`src/rtl/spi_reg_master_if.sv`:
```
// Request/response bus of the SPI register master. The requester drives the
// master modport and the SPI engine sits on the slave modport.
interface spi_reg_master_if #(
  parameter int AW = 16,
  parameter int DW = 32
) ();
  logic          req_valid;
  logic          req_ready;
  logic          req_wr;
  logic [AW-1:0] req_addr;
  logic [DW-1:0] req_wdata;
  logic          rsp_valid;
  logic [DW-1:0] rsp_rdata;
  logic          busy;

  modport master (
    output req_valid, req_wr, req_addr, req_wdata,
    input  req_ready, rsp_valid, rsp_rdata, busy
  );

  modport slave (
    input  req_valid, req_wr, req_addr, req_wdata,
    output req_ready, rsp_valid, rsp_rdata, busy
  );
endinterface

```
`src/rtl/spi_reg_master.sv`:
```
// SPI mode-0 initiator issuing one register write or read per request:
// frame = opcode(8) | address(AW) | data(DW), MSB first, SCK from a clk divider.
module spi_reg_master #(
  parameter int CLK_DIV = 2,
  parameter int CS_GAP  = 4,
  parameter int AW      = 16,
  parameter int DW      = 32
) (
  input  logic             clk,
  input  logic             rstn,
  spi_reg_master_if.slave  bus,
  output logic             spi_sck,
  output logic             spi_ss_n,
  output logic             spi_mosi,
  input  logic             spi_miso
);

  localparam int N       = 8 + AW + DW;
  localparam int CNT_MAX = (CLK_DIV > CS_GAP) ? CLK_DIV : CS_GAP;
  localparam int CW      = (CNT_MAX > 1) ? $clog2(CNT_MAX) : 1;
  localparam int BW      = $clog2(N);

  localparam logic [7:0] OP_WR = 8'h02;
  localparam logic [7:0] OP_RD = 8'h03;

  typedef enum logic [2:0] {
    S_IDLE,
    S_SETUP,
    S_SHIFT,
    S_HOLD,
    S_GAP
  } state_e;

  state_e        state_q, state_d;
  logic [CW-1:0] div_q, div_d;
  logic [BW-1:0] bit_q, bit_d;
  logic [N-2:0]  tx_q, tx_d;
  logic [DW-1:0] rx_q, rx_d;
  logic          wr_q, wr_d;

  logic          sck_q, sck_d;
  logic          ss_n_q, ss_n_d;
  logic          mosi_q, mosi_d;
  logic          rsp_valid_q, rsp_valid_d;
  logic [DW-1:0] rdata_q, rdata_d;
  logic          ready_q, ready_d;
  logic          busy_q, busy_d;

  logic          accept;
  logic          phase_end;
  logic          gap_end;
  logic          last_bit;
  logic          sample_miso;
  logic [N-1:0]  frame_w;

  assign accept      = bus.req_valid && ready_q;
  assign phase_end   = (div_q == CW'(CLK_DIV - 1));
  assign gap_end     = (div_q == CW'(CS_GAP - 1));
  assign last_bit    = (bit_q == BW'(N - 1));
  // Only the data-field bits of the frame land in the read register.
  assign sample_miso = (bit_q >= BW'(N - DW));
  assign frame_w     = {bus.req_wr ? OP_WR : OP_RD,
                        bus.req_addr,
                        bus.req_wr ? bus.req_wdata : {DW{1'b0}}};

  // NOTE: sequential state uses non-blocking assignments only, so every
  // register samples the values from before the edge regardless of order.
  // NOTE: the shift registers are reset as well so no X reaches the pins
  // or rsp_rdata after an aborted frame.
  always_ff @(posedge clk or negedge rstn) begin
    if (!rstn) begin
      state_q     <= S_IDLE;
      div_q       <= '0;
      bit_q       <= '0;
      tx_q        <= '0;
      rx_q        <= '0;
      wr_q        <= 1'b0;
      sck_q       <= 1'b0;
      ss_n_q      <= 1'b1;
      mosi_q      <= 1'b0;
      rsp_valid_q <= 1'b0;
      rdata_q     <= '0;
      ready_q     <= 1'b1;
      busy_q      <= 1'b0;
    end else begin
      state_q     <= state_d;
      div_q       <= div_d;
      bit_q       <= bit_d;
      tx_q        <= tx_d;
      rx_q        <= rx_d;
      wr_q        <= wr_d;
      sck_q       <= sck_d;
      ss_n_q      <= ss_n_d;
      mosi_q      <= mosi_d;
      rsp_valid_q <= rsp_valid_d;
      rdata_q     <= rdata_d;
      ready_q     <= ready_d;
      busy_q      <= busy_d;
    end
  end

  // NOTE: every variable assigned in a combinational block gets a default
  // first; a path that skips an assignment would otherwise infer a latch.
  always_comb begin
    state_d = state_q;
    div_d   = div_q;
    bit_d   = bit_q;
    tx_d    = tx_q;
    rx_d    = rx_q;
    wr_d    = wr_q;
    unique case (state_q)
      S_IDLE: begin
        if (accept) begin
          state_d = S_SETUP;
          div_d   = '0;
          tx_d    = frame_w[N-2:0];
          wr_d    = bus.req_wr;
        end
      end
      S_SETUP: begin
        if (phase_end) begin
          // First rising SCK edge: bit 0 is never a data bit, nothing to sample.
          state_d = S_SHIFT;
          div_d   = '0;
        end else begin
          div_d = div_q + CW'(1);
        end
      end
      S_SHIFT: begin
        if (phase_end) begin
          div_d = '0;
          if (sck_q) begin
            if (last_bit) begin
              state_d = S_HOLD;
            end else begin
              bit_d = bit_q + BW'(1);
              tx_d  = {tx_q[N-3:0], 1'b0};
            end
          end else if (sample_miso) begin
            rx_d = {rx_q[DW-2:0], spi_miso};
          end
        end else begin
          div_d = div_q + CW'(1);
        end
      end
      S_HOLD: begin
        if (phase_end) begin
          state_d = S_GAP;
          div_d   = '0;
        end else begin
          div_d = div_q + CW'(1);
        end
      end
      S_GAP: begin
        if (gap_end) begin
          state_d = S_IDLE;
          div_d   = '0;
          bit_d   = '0;
        end else begin
          div_d = div_q + CW'(1);
        end
      end
      default: begin
        state_d = S_IDLE;
        div_d   = '0;
        bit_d   = '0;
      end
    endcase
  end

  // Next values of the registered outputs.
  always_comb begin
    sck_d       = sck_q;
    ss_n_d      = ss_n_q;
    mosi_d      = mosi_q;
    rsp_valid_d = 1'b0;
    rdata_d     = rdata_q;
    ready_d     = ready_q;
    busy_d      = busy_q;
    unique case (state_q)
      S_IDLE: begin
        if (accept) begin
          ready_d = 1'b0;
          busy_d  = 1'b1;
          ss_n_d  = 1'b0;
          mosi_d  = frame_w[N-1];
        end
      end
      S_SETUP: begin
        if (phase_end) sck_d = 1'b1;
      end
      S_SHIFT: begin
        if (phase_end) begin
          if (sck_q) begin
            sck_d  = 1'b0;
            mosi_d = last_bit ? 1'b0 : tx_q[N-2];
          end else begin
            sck_d = 1'b1;
          end
        end
      end
      S_HOLD: begin
        if (phase_end) begin
          ss_n_d      = 1'b1;
          rsp_valid_d = 1'b1;
          rdata_d     = wr_q ? '0 : rx_q;
        end
      end
      S_GAP: begin
        if (gap_end) begin
          ready_d = 1'b1;
          busy_d  = 1'b0;
        end
      end
      default: begin
        sck_d  = 1'b0;
        ss_n_d = 1'b1;
        mosi_d = 1'b0;
      end
    endcase
  end

  assign bus.req_ready = ready_q;
  assign bus.rsp_valid = rsp_valid_q;
  assign bus.rsp_rdata = rdata_q;
  assign bus.busy      = busy_q;
  assign spi_sck       = sck_q;
  assign spi_ss_n      = ss_n_q;
  assign spi_mosi      = mosi_q;

endmodule

```
`src/flat_wrapper.sv`:
```
// flat-port wrapper written by rule: the top's interface ports become plain ports
module spi_reg_master_flat 
#(
  parameter int CLK_DIV = 2,
  parameter int CS_GAP  = 4,
  parameter int AW      = 16,
  parameter int DW      = 32
)
  (clk, rstn, spi_sck, spi_ss_n, spi_mosi, spi_miso, bus_req_valid, bus_req_wr, bus_req_addr, bus_req_wdata, bus_req_ready, bus_rsp_valid, bus_rsp_rdata, bus_busy);
  spi_reg_master_if #(.AW(AW), .DW(DW)) bus_i ();
  input  logic clk;
  input  logic rstn;
  output logic spi_sck;
  output logic spi_ss_n;
  output logic spi_mosi;
  input  logic spi_miso;
  input wire logic [$bits(bus_i.req_valid)-1:0] bus_req_valid;
  input wire logic [$bits(bus_i.req_wr)-1:0] bus_req_wr;
  input wire logic [$bits(bus_i.req_addr)-1:0] bus_req_addr;
  input wire logic [$bits(bus_i.req_wdata)-1:0] bus_req_wdata;
  output wire logic [$bits(bus_i.req_ready)-1:0] bus_req_ready;
  output wire logic [$bits(bus_i.rsp_valid)-1:0] bus_rsp_valid;
  output wire logic [$bits(bus_i.rsp_rdata)-1:0] bus_rsp_rdata;
  output wire logic [$bits(bus_i.busy)-1:0] bus_busy;
  assign bus_i.req_valid = bus_req_valid;
  assign bus_i.req_wr = bus_req_wr;
  assign bus_i.req_addr = bus_req_addr;
  assign bus_i.req_wdata = bus_req_wdata;
  assign bus_req_ready = bus_i.req_ready;
  assign bus_rsp_valid = bus_i.rsp_valid;
  assign bus_rsp_rdata = bus_i.rsp_rdata;
  assign bus_busy = bus_i.busy;
  spi_reg_master #(.CLK_DIV(CLK_DIV), .CS_GAP(CS_GAP), .AW(AW), .DW(DW)) u_core (.clk(clk), .rstn(rstn), .bus(bus_i), .spi_sck(spi_sck), .spi_ss_n(spi_ss_n), .spi_mosi(spi_mosi), .spi_miso(spi_miso));
endmodule
```
`config.mk`:
```
export PLATFORM = sky130hd
export DESIGN_NAME = spi_reg_master_flat
export DESIGN_NICKNAME = d
export VERILOG_FILES = /design/src/rtl/spi_reg_master_if.sv /design/src/rtl/spi_reg_master.sv /design/src/flat_wrapper.sv
export SDC_FILE = /design/constraint.sdc
export NUM_CORES = 1
export LEC_CHECK = 0
export ABC_AREA = 0
export ABC_CLOCK_PERIOD_IN_PS = 2450
export BUFFER_PORTS_ARGS = -buffer_cell sky130_fd_sc_hd__buf_2
export CORE_MARGIN = 5
export CORE_UTILIZATION = 57
export DETAILED_ROUTE_END_ITERATION = 12
export PLACE_DENSITY = 0.87
export SYNTH_ARGS = -nofsm -noshare
export SYNTH_HDL_FRONTEND = slang
export SYNTH_SLANG_ARGS = --single-unit
```
`constraint.sdc`:
```
create_clock -name clk -period 2.45 [get_ports clk]
set_input_delay 0 -clock clk [delete_from_list [all_inputs] [get_ports clk]]
set_output_delay 0 -clock clk [all_outputs]
set_load 0.01 [all_outputs]
```
==> impl_metrics.toml <==
[sta]
grt_setup_unrepaired = "no"
timing.final.hold_violations = 0
worst_pin_slew_ps = 760
tns_ps = 0
finalCritPeriodShare_pct = 94.2
final-setup-viol-count = 0
period_needed_ps = 2310
report.final.slew_viol_count = 0
relSlewSlack_pct = 49.4
fmax_mhz = 433
clock_skew_ps = 6.78
finalWorstSetupSlack_ps = 142

[clock_network]
clkTransAtPathRegs_ps = 60
tritoncts = "yes"
cts_max_path_buffers = 2
cts_buffers = 17
post_cts.repair.setup_buffers = 0
clkSinkCount = 137
root_buffer = "clkbuf_16"
htree_num_levels = 4
clock_latency_ps = 400

[synthesis]
netlist_instances = 602
synth_cell_types = 44
async_flop_share_pct = 100
ys.flop_type = "dfrtp_1"
avgSynthCellArea_um2 = 10.8
synth.cell_area_um2 = 6490
synth.net_count = 660
synth.ff_latch_count = 137
synth_area_leaders = "dfrtp_1, mux2_4, nand2_1"
synth_most_common_cell = "nand2_1"
synth_edf_count = 0
yosysSeqAreaShare_pct = 52.9
ys_top_cells_by_count = "nand2_1, dfrtp_1, mux2_4"
yosys_warnings = 0
synth_top_area_cell = "dfrtp_1"
yosysTopAreaCellShare_pct = 52.1

[global_route]
overflow = 0
grt_antenna_before_repair = 0
grt_pass1_vias = 5147
grt_usage_pct = 22.5
grt_pass1_wl_um = 24300
grt_max_degree = 67

[worst_setup_path]
rrSetupSlack_ps = 140
timing.rr.start = "u_core.div_q[1]"
critPathLaunchType = "register"
critPathCaptureType = "register"
crit_type = "reg2reg"
required_ps = 2730
rr_endpoint = "u_core.tx_q[4]"
startpoint = "u_core.div_q[1]"
cp_data_arrival_time_ps = 2590
worstPathMaxFanout = 55
ff2ff_path_depth = 7

[routing]
drt_iter0_markers = 546
drt-total-wl_um = 14400
num_vias = 4894
viasPerCell = 5.53
ant_nets = 0
firstDrtPassIters = 5
detail_route.wl_per_cell_um = 16.2
drc = 0

[placed_design]
place_area_um2 = 7010
pre_cts_ws_ps = 191
portBuffers = 90
dp_hpwl_um = 8340
gp_congestion = 0.811

[cells_and_area]
fillers = 762
area_growth_pct = 24.0
multi_input_area_um2 = 2790
n_antenna_cell = 0
finalNetCount = 788
regArea_um2 = 3430
final_core_utilization_pct = 71.4
drive_above_1_share_pct = 28.4
stdcell_area_um2 = 8050

[floorplanning]
io_pins = 91
core-area_um2 = 11300
die_h_um = 117
dieArea_um2 = 13600
rows = 39
start_util_pct = 57.6
die_x_um = 117

[worst_hold_path]
hold_path_class = "in2reg"
hold_end = "u_core.tx_q[26]"
hp-start = "bus_req_wdata[26]"
worstHoldPathCells = 4

[power]
vdd_drop_max_mv = 0.516
power_density_nw_per_um2 = 595
p_leak_uw = 0.00386

[flow_run]
max_cap_viol_count = 0

[status]
outcome = "finished, final reports clean"
[cells in the final DEF, fill, tap and decap left out, drive strengths merged, types with 4 or more instances in the layout]
cell,instances
a21oi,10
dfrtp,135
nor3,4
buf,99
mux2,85
clkbuf,23
nand3,37
o21ai,40
a31oi,6
dlygate4sd3,49
nand2,155
ha,5
mux2i,5
nand2b,34
clkinv,6
inv,12
nor2,9
[registers in the layout, summed over array words and instances (netlist names), 2 cells and up]
register and count:
u_core.bit_q 6, u_core.bus.rsp_rdata 32, u_core.div_q 2, u_core.rx_q 32, u_core.state_q 3, u_core.tx_q 55
[per-layer routing]
metal  share of wire (%)  vias to the layer above  wire, um  track usage (%)
li1                    -                     2277         -                -
met1                  41                     2397      5820             28.0
met2                  52                      186      7410             38.3
met3                 5.7                       34       815             5.39
met4                 2.2                        0       310             8.49
met5                   0                        -         0                0
[worst max path at each step]
| stage | endpoint | slack [ps] | cells past startpoint |
|---|---|---|---|
| floorplan | u_core.tx_q[10] | 290 | 8 |
| global placement | u_core.tx_q[0] | 300 | 7 |
| detailed placement | u_core.tx_q[1] | 190 | 7 |
| CTS | u_core.tx_q[1] | 170 | 7 |
| global route | u_core.tx_q[4] | 40 | 5 |
| finish | u_core.tx_q[4] | 140 | 7 |
[where the power goes]
part	total (uW)	leakage, uW	switching (uW)	internal (uW)
registers	2260	0.00166	0	2260
clock network	2360	0.000273	895	1460
logic	166	0.00193	79.6	86.4
[cell type report]
type / instances / area share (%)
clock inverters: 8 / 0.886
inverters: 12 / 0.560
clock buffers: 23 / 5.94
flip-flops and latches: 137 / 42.6
multi-input cells: 414 / 34.7
repair buffers: 148 / 13.1
well taps: 143 / 2.22
[stage by stage]
stage               cells  hold WS, ps  power (uW)
floorplan             602         -296        2310
global placement      805        -73.8        2400
detailed placement    805        -60.5        2410
CTS                   885         12.4        4820
global route          885         17.7        4930
finish                885         6.56        4790
[worst max-delay path, stage by stage, from the launching register on]
cell	delay (ps)
dfrtp_1	400
inv_1	90
ha_1	190
nand2_1	100
or3_4	430
o21ai_4	190
buf_12	350
mux2_2	400
[cells by family (layout without fill, tap and decap cells)]
group           count (synthesis)  count (layout)  synth area share (%)
compound gates                 66              66                  5.90
mux                            90              90                  18.2
xor+xnor                        1               1                 0.135
flops                         137             137                  52.9
simple gates                  252             252                  17.7
fa+ha+maj                       5               5                 0.964
buf+inv                        51             191                  4.24
[repair_timing]
item,in CTS,in global routing
endpoints found under the setup margin,0,0
hold buffers,49,0
endpoints found under the hold margin,156,0
resized for setup,0,0
No activity file was read; power rests on OpenSTA's default activity.
